`src/rtl/fetch_stage_pkg.sv`:
```
// Shared pipeline definitions for the fetch stage: state encoding, PC constants
// and the NOP encoding used by downstream flush logic.
package fetch_stage_pkg;

    localparam int ADDR_W  = 16;
    localparam int INSTR_W = 16;

    localparam logic [ADDR_W-1:0]  RESET_PC_DEFAULT = 16'h0000;
    localparam logic [ADDR_W-1:0]  PC_STEP_DEFAULT  = 16'd2;
    localparam logic [INSTR_W-1:0] NOP_INSTR        = 16'h0000;

    typedef enum logic [1:0] {
        FETCH   = 2'd0,
        HOLD    = 2'd1,
        DISCARD = 2'd2
    } fetchState_t;

endpackage

```
`src/rtl/fetch_stage_if.sv`:
```
// Instruction-memory request/ready bus between the fetch stage and instruction memory.
interface fetch_stage_if #(
    parameter int ADDR_WIDTH  = 16,
    parameter int INSTR_WIDTH = 16
);
    logic                   imemReq;
    logic [ADDR_WIDTH-1:0]  imemAddr;
    logic                   imemReady;
    logic [INSTR_WIDTH-1:0] imemData;

    modport master (
        output imemReq,
        output imemAddr,
        input  imemReady,
        input  imemData
    );

    modport slave (
        input  imemReq,
        input  imemAddr,
        output imemReady,
        output imemData
    );
endinterface

```
`src/rtl/fetch_stage.sv`:
```
// Instruction-fetch stage: owns the PC, requests instructions over the imem bus and
// feeds the IF/ID register, absorbing stalls and branch redirects.
module fetch_stage
    import fetch_stage_pkg::*;
#(
    parameter int                     ADDR_WIDTH  = ADDR_W,
    parameter int                     INSTR_WIDTH = INSTR_W,
    parameter logic [ADDR_WIDTH-1:0]  RESET_PC    = RESET_PC_DEFAULT,
    parameter logic [ADDR_WIDTH-1:0]  PC_STEP     = PC_STEP_DEFAULT
) (
    input  logic                   clk,
    input  logic                   flush,
    input  logic                   stall,
    input  logic                   branchTaken,
    input  logic [ADDR_WIDTH-1:0]  branchTarget,
    fetch_stage_if.master          imem,
    output logic [INSTR_WIDTH-1:0] instrOut,
    output logic [ADDR_WIDTH-1:0]  pcPlus2Out,
    output logic                   ifidWrite
);

    fetchState_t            state, stateNext;
    logic [ADDR_WIDTH-1:0]  pc, pcNext;
    logic [ADDR_WIDTH-1:0]  addrReg, addrNext;
    logic [INSTR_WIDTH-1:0] holdInstr, holdInstrNext;
    logic [ADDR_WIDTH-1:0]  holdPc, holdPcNext;

    logic                   reqComb;
    logic                   writeComb;
    logic [INSTR_WIDTH-1:0] instrComb;
    logic [ADDR_WIDTH-1:0]  pcPlusComb;
    logic [ADDR_WIDTH-1:0]  stepAddr;

    // Wraps modulo 2^ADDR_WIDTH by truncation.
    assign stepAddr = addrReg + PC_STEP;

    always_ff @(posedge clk or negedge flush) begin
        if (!flush) begin
            state     <= FETCH;
            pc        <= RESET_PC;
            addrReg   <= RESET_PC;
            holdInstr <= '0;
            holdPc    <= '0;
        end else begin
            state     <= stateNext;
            pc        <= pcNext;
            addrReg   <= addrNext;
            holdInstr <= holdInstrNext;
            holdPc    <= holdPcNext;
        end
    end

    always_comb begin
        stateNext     = state;
        pcNext        = pc;
        addrNext      = addrReg;
        holdInstrNext = holdInstr;
        holdPcNext    = holdPc;
        reqComb       = 1'b0;
        writeComb     = 1'b0;
        instrComb     = imem.imemData;
        pcPlusComb    = stepAddr;

        unique case (state)
            FETCH: begin
                reqComb = 1'b1;
                if (imem.imemReady) begin
                    if (branchTaken) begin
                        pcNext   = branchTarget;
                        addrNext = branchTarget;
                    end else if (stall) begin
                        holdInstrNext = imem.imemData;
                        holdPcNext    = stepAddr;
                        stateNext     = HOLD;
                    end else begin
                        writeComb = 1'b1;
                        pcNext    = stepAddr;
                        addrNext  = stepAddr;
                    end
                end else if (branchTaken) begin
                    // The outstanding request keeps its address; only the PC moves.
                    pcNext    = branchTarget;
                    stateNext = DISCARD;
                end
            end

            HOLD: begin
                instrComb  = holdInstr;
                pcPlusComb = holdPc;
                if (branchTaken) begin
                    pcNext    = branchTarget;
                    addrNext  = branchTarget;
                    stateNext = FETCH;
                end else if (!stall) begin
                    writeComb = 1'b1;
                    pcNext    = holdPc;
                    addrNext  = holdPc;
                    stateNext = FETCH;
                end
            end

            DISCARD: begin
                reqComb = 1'b1;
                if (imem.imemReady) begin
                    if (branchTaken) begin
                        pcNext   = branchTarget;
                        addrNext = branchTarget;
                    end else begin
                        addrNext = pc;
                    end
                    stateNext = FETCH;
                end else if (branchTaken) begin
                    pcNext = branchTarget;
                end
            end

            default: begin
                stateNext = FETCH;
            end
        endcase
    end

    // Reset is level-sensitive here too so the outputs drop the moment flush falls.
    assign imem.imemReq  = flush & reqComb;
    assign imem.imemAddr = addrReg;
    assign ifidWrite     = flush & writeComb;
    assign instrOut      = flush ? instrComb  : '0;
    assign pcPlus2Out    = flush ? pcPlus2Comb() : '0;

    function automatic logic [ADDR_WIDTH-1:0] pcPlus2Comb();
        return pcPlusComb;
    endfunction

endmodule

```
`src/flat_wrapper.sv`:
```
// flat-port wrapper written by rule: the top's interface ports become plain ports
module fetch_stage_flat import fetch_stage_pkg::*;
#(
    parameter int                     ADDR_WIDTH  = ADDR_W,
    parameter int                     INSTR_WIDTH = INSTR_W,
    parameter logic [ADDR_WIDTH-1:0]  RESET_PC    = RESET_PC_DEFAULT,
    parameter logic [ADDR_WIDTH-1:0]  PC_STEP     = PC_STEP_DEFAULT
)
  (clk, flush, stall, branchTaken, branchTarget, instrOut, pcPlus2Out, ifidWrite, imem_imemReq, imem_imemAddr, imem_imemReady, imem_imemData);
  fetch_stage_if #(.ADDR_WIDTH(ADDR_WIDTH), .INSTR_WIDTH(INSTR_WIDTH)) imem_i ();
  input  logic clk;
  input  logic flush;
  input  logic stall;
  input  logic branchTaken;
  input  logic [ADDR_WIDTH-1:0] branchTarget;
  output logic [INSTR_WIDTH-1:0] instrOut;
  output logic [ADDR_WIDTH-1:0] pcPlus2Out;
  output logic ifidWrite;
  output wire logic [$bits(imem_i.imemReq)-1:0] imem_imemReq;
  output wire logic [$bits(imem_i.imemAddr)-1:0] imem_imemAddr;
  input wire logic [$bits(imem_i.imemReady)-1:0] imem_imemReady;
  input wire logic [$bits(imem_i.imemData)-1:0] imem_imemData;
  assign imem_imemReq = imem_i.imemReq;
  assign imem_imemAddr = imem_i.imemAddr;
  assign imem_i.imemReady = imem_imemReady;
  assign imem_i.imemData = imem_imemData;
  fetch_stage #(.ADDR_WIDTH(ADDR_WIDTH), .INSTR_WIDTH(INSTR_WIDTH), .RESET_PC(RESET_PC), .PC_STEP(PC_STEP)) u_core (.clk(clk), .flush(flush), .stall(stall), .branchTaken(branchTaken), .branchTarget(branchTarget), .imem(imem_i), .instrOut(instrOut), .pcPlus2Out(pcPlus2Out), .ifidWrite(ifidWrite));
endmodule
```
`config.mk`:
```
export PLATFORM = sky130hd
export DESIGN_NAME = fetch_stage_flat
export DESIGN_NICKNAME = d
export VERILOG_FILES = /design/src/rtl/fetch_stage_pkg.sv /design/src/rtl/fetch_stage_if.sv /design/src/rtl/fetch_stage.sv /design/src/flat_wrapper.sv
export SDC_FILE = /design/constraint.sdc
export NUM_CORES = 1
export LEC_CHECK = 0
export ABC_CLOCK_PERIOD_IN_PS = 2570
export CORE_UTILIZATION = 25
export CTS_CLUSTER_DIAMETER = 80
export CTS_CLUSTER_SIZE = 28
export DETAILED_ROUTE_END_ITERATION = 8
export PLACE_DENSITY_LB_ADDON = 0.3
export SYNTH_ARGS = -nofsm -noshare
export SYNTH_HDL_FRONTEND = slang
export SYNTH_SLANG_ARGS = --single-unit
```
`constraint.sdc`:
```
create_clock -name clk -period 2.57 [get_ports clk]
set_input_delay 0.514 -clock clk [delete_from_list [all_inputs] [get_ports clk]]
set_output_delay 0.514 -clock clk [all_outputs]
set_load 0.05 [all_outputs]
```
==> flow_metrics.tcl <==
set metrics [dict create \
    period_share_pct 99.3 \
    clockBufferDepth 2 \
    syn_nets 567 \
    cts_sinks 66 \
    area_growth_pct 51.6 \
    tns_ps 0 \
    critPathKind "register to output port" \
    cap_viol_max_count 0 \
    vias_per_cell 5.21 \
    synth_top_flop_cell "dfrtp_1" \
    gp_congestion 0.884 \
    finalHoldViolCount 0 \
    ys_seq_area_share_pct 36.3 \
    drv_slew 0 \
    synth_area_um2 4550 \
    final_nets 678 \
    worst-r2r-setup-slack_ps 280 \
    grt_use_total_pct 18.0 \
    yosys.cell_types.count 60 \
    synth_edf_count 0 \
    crit_path_start_kind "register" \
    ys_warn_count 0 \
    dr.first_iter.drc_count 291 \
    portBuffers 86 \
    clock_skew_ps 6.00 \
    ios 87 \
    timing.fmax_ghz 0.392 \
    cts_tree "yes" \
    hold_ws_ps 114 \
    critPathCaptureType "output port" \
    clk_latency_ps 340 \
    wl_per_cell_um 18.8 \
    required_ps 2060 \
    synthCells 525 \
    grt_first_pass_wirelength_um 25300 \
    run_status "completed" \
    cts_root_buf "clkbuf_16" \
    rsz0062_at_grt "yes" \
    core_area_um2 17500 \
    stdcell_count 866 \
    placedCellCount 834 \
    async_reset_ff_share_pct 100 \
    maxSlewHeadroom_pct 59.5 \
    worstPathArrival_ps 2040 \
    irDropWorstVdd_uv 506 \
    start_util_pct 25.9 \
    cts_max_level 3 \
    grt_antenna_before_repair 0 \
    rows 48 \
    crit_family "simple AND/OR/NAND/NOR gates" \
    final_layout_size_suffix_gt1_share_pct 30.9 \
    postRouteAntennaNets 0 \
    cts_buffers 9 \
    drc 0 \
    critPathMaxStageDelay_ps 530 \
    ys_ff_latch 66 \
    period_needed_ps 2550 \
    grt_max_degree 47 \
    grt_pass1_vias 4535 \
    tightest_slew_ps 607 \
    diodes 0 \
    p_leak_nw 2.86 \
    crit_buf_inv 1 \
    routed_wl_um 16300 \
    clkTransAtPathRegs_ps 60 \
    pwr_density_cell_nw_per_um2 1360 \
    setup_violations 0 \
    die_h_um 137 \
    avgSynthCellArea_um2 8.66 \
    critPathSlowestCell "or4_4" \
    ctsHoldBuffers 0 \
    hold_class "primary input to async pin" \
    num_vias 4512 \
    die_area_um2 18700 \
    die_x_um 137 \
    gr-total-overflow 0 \
    dr.pass1.iters 4 \
    hpwl_um 11400 \
    crit_fanout 3 \
    crit_chain "ha_4 -> nand4_4 -> or4_4 -> xnor2_4 -> nor2_2 -> nor2_4 -> buf_12" \
]
final timing paths:
kind | cells past startpoint | end | start
max | 7 | pcPlus2Out[15] | u_core.imem.imemAddr[2]$_DFFE_PN0P_
min in group clk | 2 | u_core.holdPc[8]$_DFFE_PN0P_ | u_core.holdPc[8]$_DFFE_PN0P_
max in group asynchronous | 2 | u_core.imem.imemAddr[10]$_DFFE_PN0P_ | flush
min reg2reg | 2 | u_core.holdPc[8]$_DFFE_PN0P_ | u_core.holdPc[8]$_DFFE_PN0P_
min | 1 | u_core.holdInstr[2]$_DFFE_PN0P_ | flush
max reg2reg | 8 | u_core.imem.imemAddr[9]$_DFFE_PN0P_ | u_core.state[1]$_DFFE_PN0P_
area by class of cell:
class | count | area, µm²
multi-input combinational | 401 | 2860
clock buffer | 12 | 267
inverter | 13 | 48.8
tap | 225 | 282
fill | 1738 | 10600
sequential | 66 | 1660
timing repair buffer | 145 | 1700
clock inverter | 4 | 72.6
power by group:
group          total [W]  switching (W)  internal (W)
clock            0.00141       0.000486      0.000927
combinational    0.00590        0.00334       0.00256
sequential       0.00203       0.000454       0.00158
Yosys cell counts (2+ instances only):
cell,number,area share (%)
mux2_2,25,6.2
nand4_2,2,0.55
nor3_1,2,0.22
nand2_1,56,4.6
nand4_1,4,0.55
a22oi_1,16,2.6
ha_1,5,1.4
o21ba_2,2,0.44
o21ai_0,42,4.6
or2_1,3,0.41
o211ai_1,5,0.83
nor2b_1,23,3.2
xor2_1,7,1.3
and3_1,3,0.41
and2_1,7,0.96
a211o_1,5,0.96
xnor2_1,6,1.2
dfrtp_1,66,36
a2bb2oi_1,2,0.39
o211a_1,4,0.88
a211oi_1,5,0.83
a31oi_1,10,1.4
o22a_1,2,0.39
o21ai_1,2,0.22
a221oi_1,3,0.58
o32a_1,2,0.44
o21a_1,4,0.66
nor2_1,37,3.1
o31ai_1,2,0.33
inv_1,12,0.99
nand3_1,7,0.77
mux2i_1,27,5.9
nor4b_1,2,0.39
buf_2,22,2.4
a21oi_1,34,3.7
o22ai_1,18,2.5
clkbuf_1,16,1.3
buf_1,5,0.41
nand2b_1,7,0.96
o221ai_1,3,0.58
through the flow:
stage                     instance area (µm²)  total power [W]  util, %  setup slack [ps]
after floorplan                          4640          0.00541        -             -84.5
after global placement                   6270          0.00755     35.7               220
after detailed placement                 6270          0.00763     35.7               167
after CTS                                6750          0.00926     38.5             -8.75
after global routing                     6890          0.00993     39.3             -59.3
final                                    6890          0.00935     39.3              17.3
registers in the layout, indices dropped and copies added (netlist names):
name,count
u_core.holdInstr,16
u_core.pc,16
u_core.imem.imemAddr,16
u_core.holdPc,16
u_core.state,2
cells in the final DEF (no fill, tap or decap), types with 9 or more instances in the layout:
master | Yosys | final
dfrtp_1 | 66 | 59
nand2_1 | 56 | 55
buf_4 | 1 | 55
clkdlybuf4s50_1 | 0 | 50
o21ai_0 | 42 | 40
buf_12 | 0 | 35
a21oi_1 | 34 | 34
nor2_1 | 37 | 29
mux2i_1 | 27 | 26
mux2_2 | 25 | 25
o22ai_1 | 18 | 18
nor2b_2 | 0 | 16
a22oi_1 | 16 | 16
inv_1 | 12 | 11
a31oi_1 | 10 | 10
clkbuf_16 | 0 | 9
cells by family after synthesis:
logic type,Yosys count,synth area share (%)
and+or+nand+nor,159,17.3
adders and majority gates,5,1.38
AOI/OAI and AO/OA,171,24.5
DFF,66,36.3
buffers and inverters,58,5.51
muxes,52,12.1
xor gates and xnor gates,14,2.86
worst register-to-register path, delay by kind of cell, from the launching register on:
| kind | cells | cell delay, ps |
|---|---|---|
| buf+inv | 2 | 230 |
| compound gates | 3 | 590 |
| fa+ha+maj | 1 | 210 |
| flops | 1 | 420 |
| simple gates | 2 | 720 |
layer usage:
layer  track usage [%]  wire, µm  up-vias
li1                  -         -     2119
met1              22.2      6880     2244
met2              31.0      8150      134
met3              4.56       957       15
met4              5.07       280        0
met5                 0         0        -
repair_timing:
item / 4_1_cts / 5_1_grt
pin swaps: 7 / 9
cloned: 1 / 0
gates resized for setup: 10 / 22
buffers inserted: 7 / 8
endpoints found under the setup margin: 26 / 28
Power figures use the tool's default switching activity.
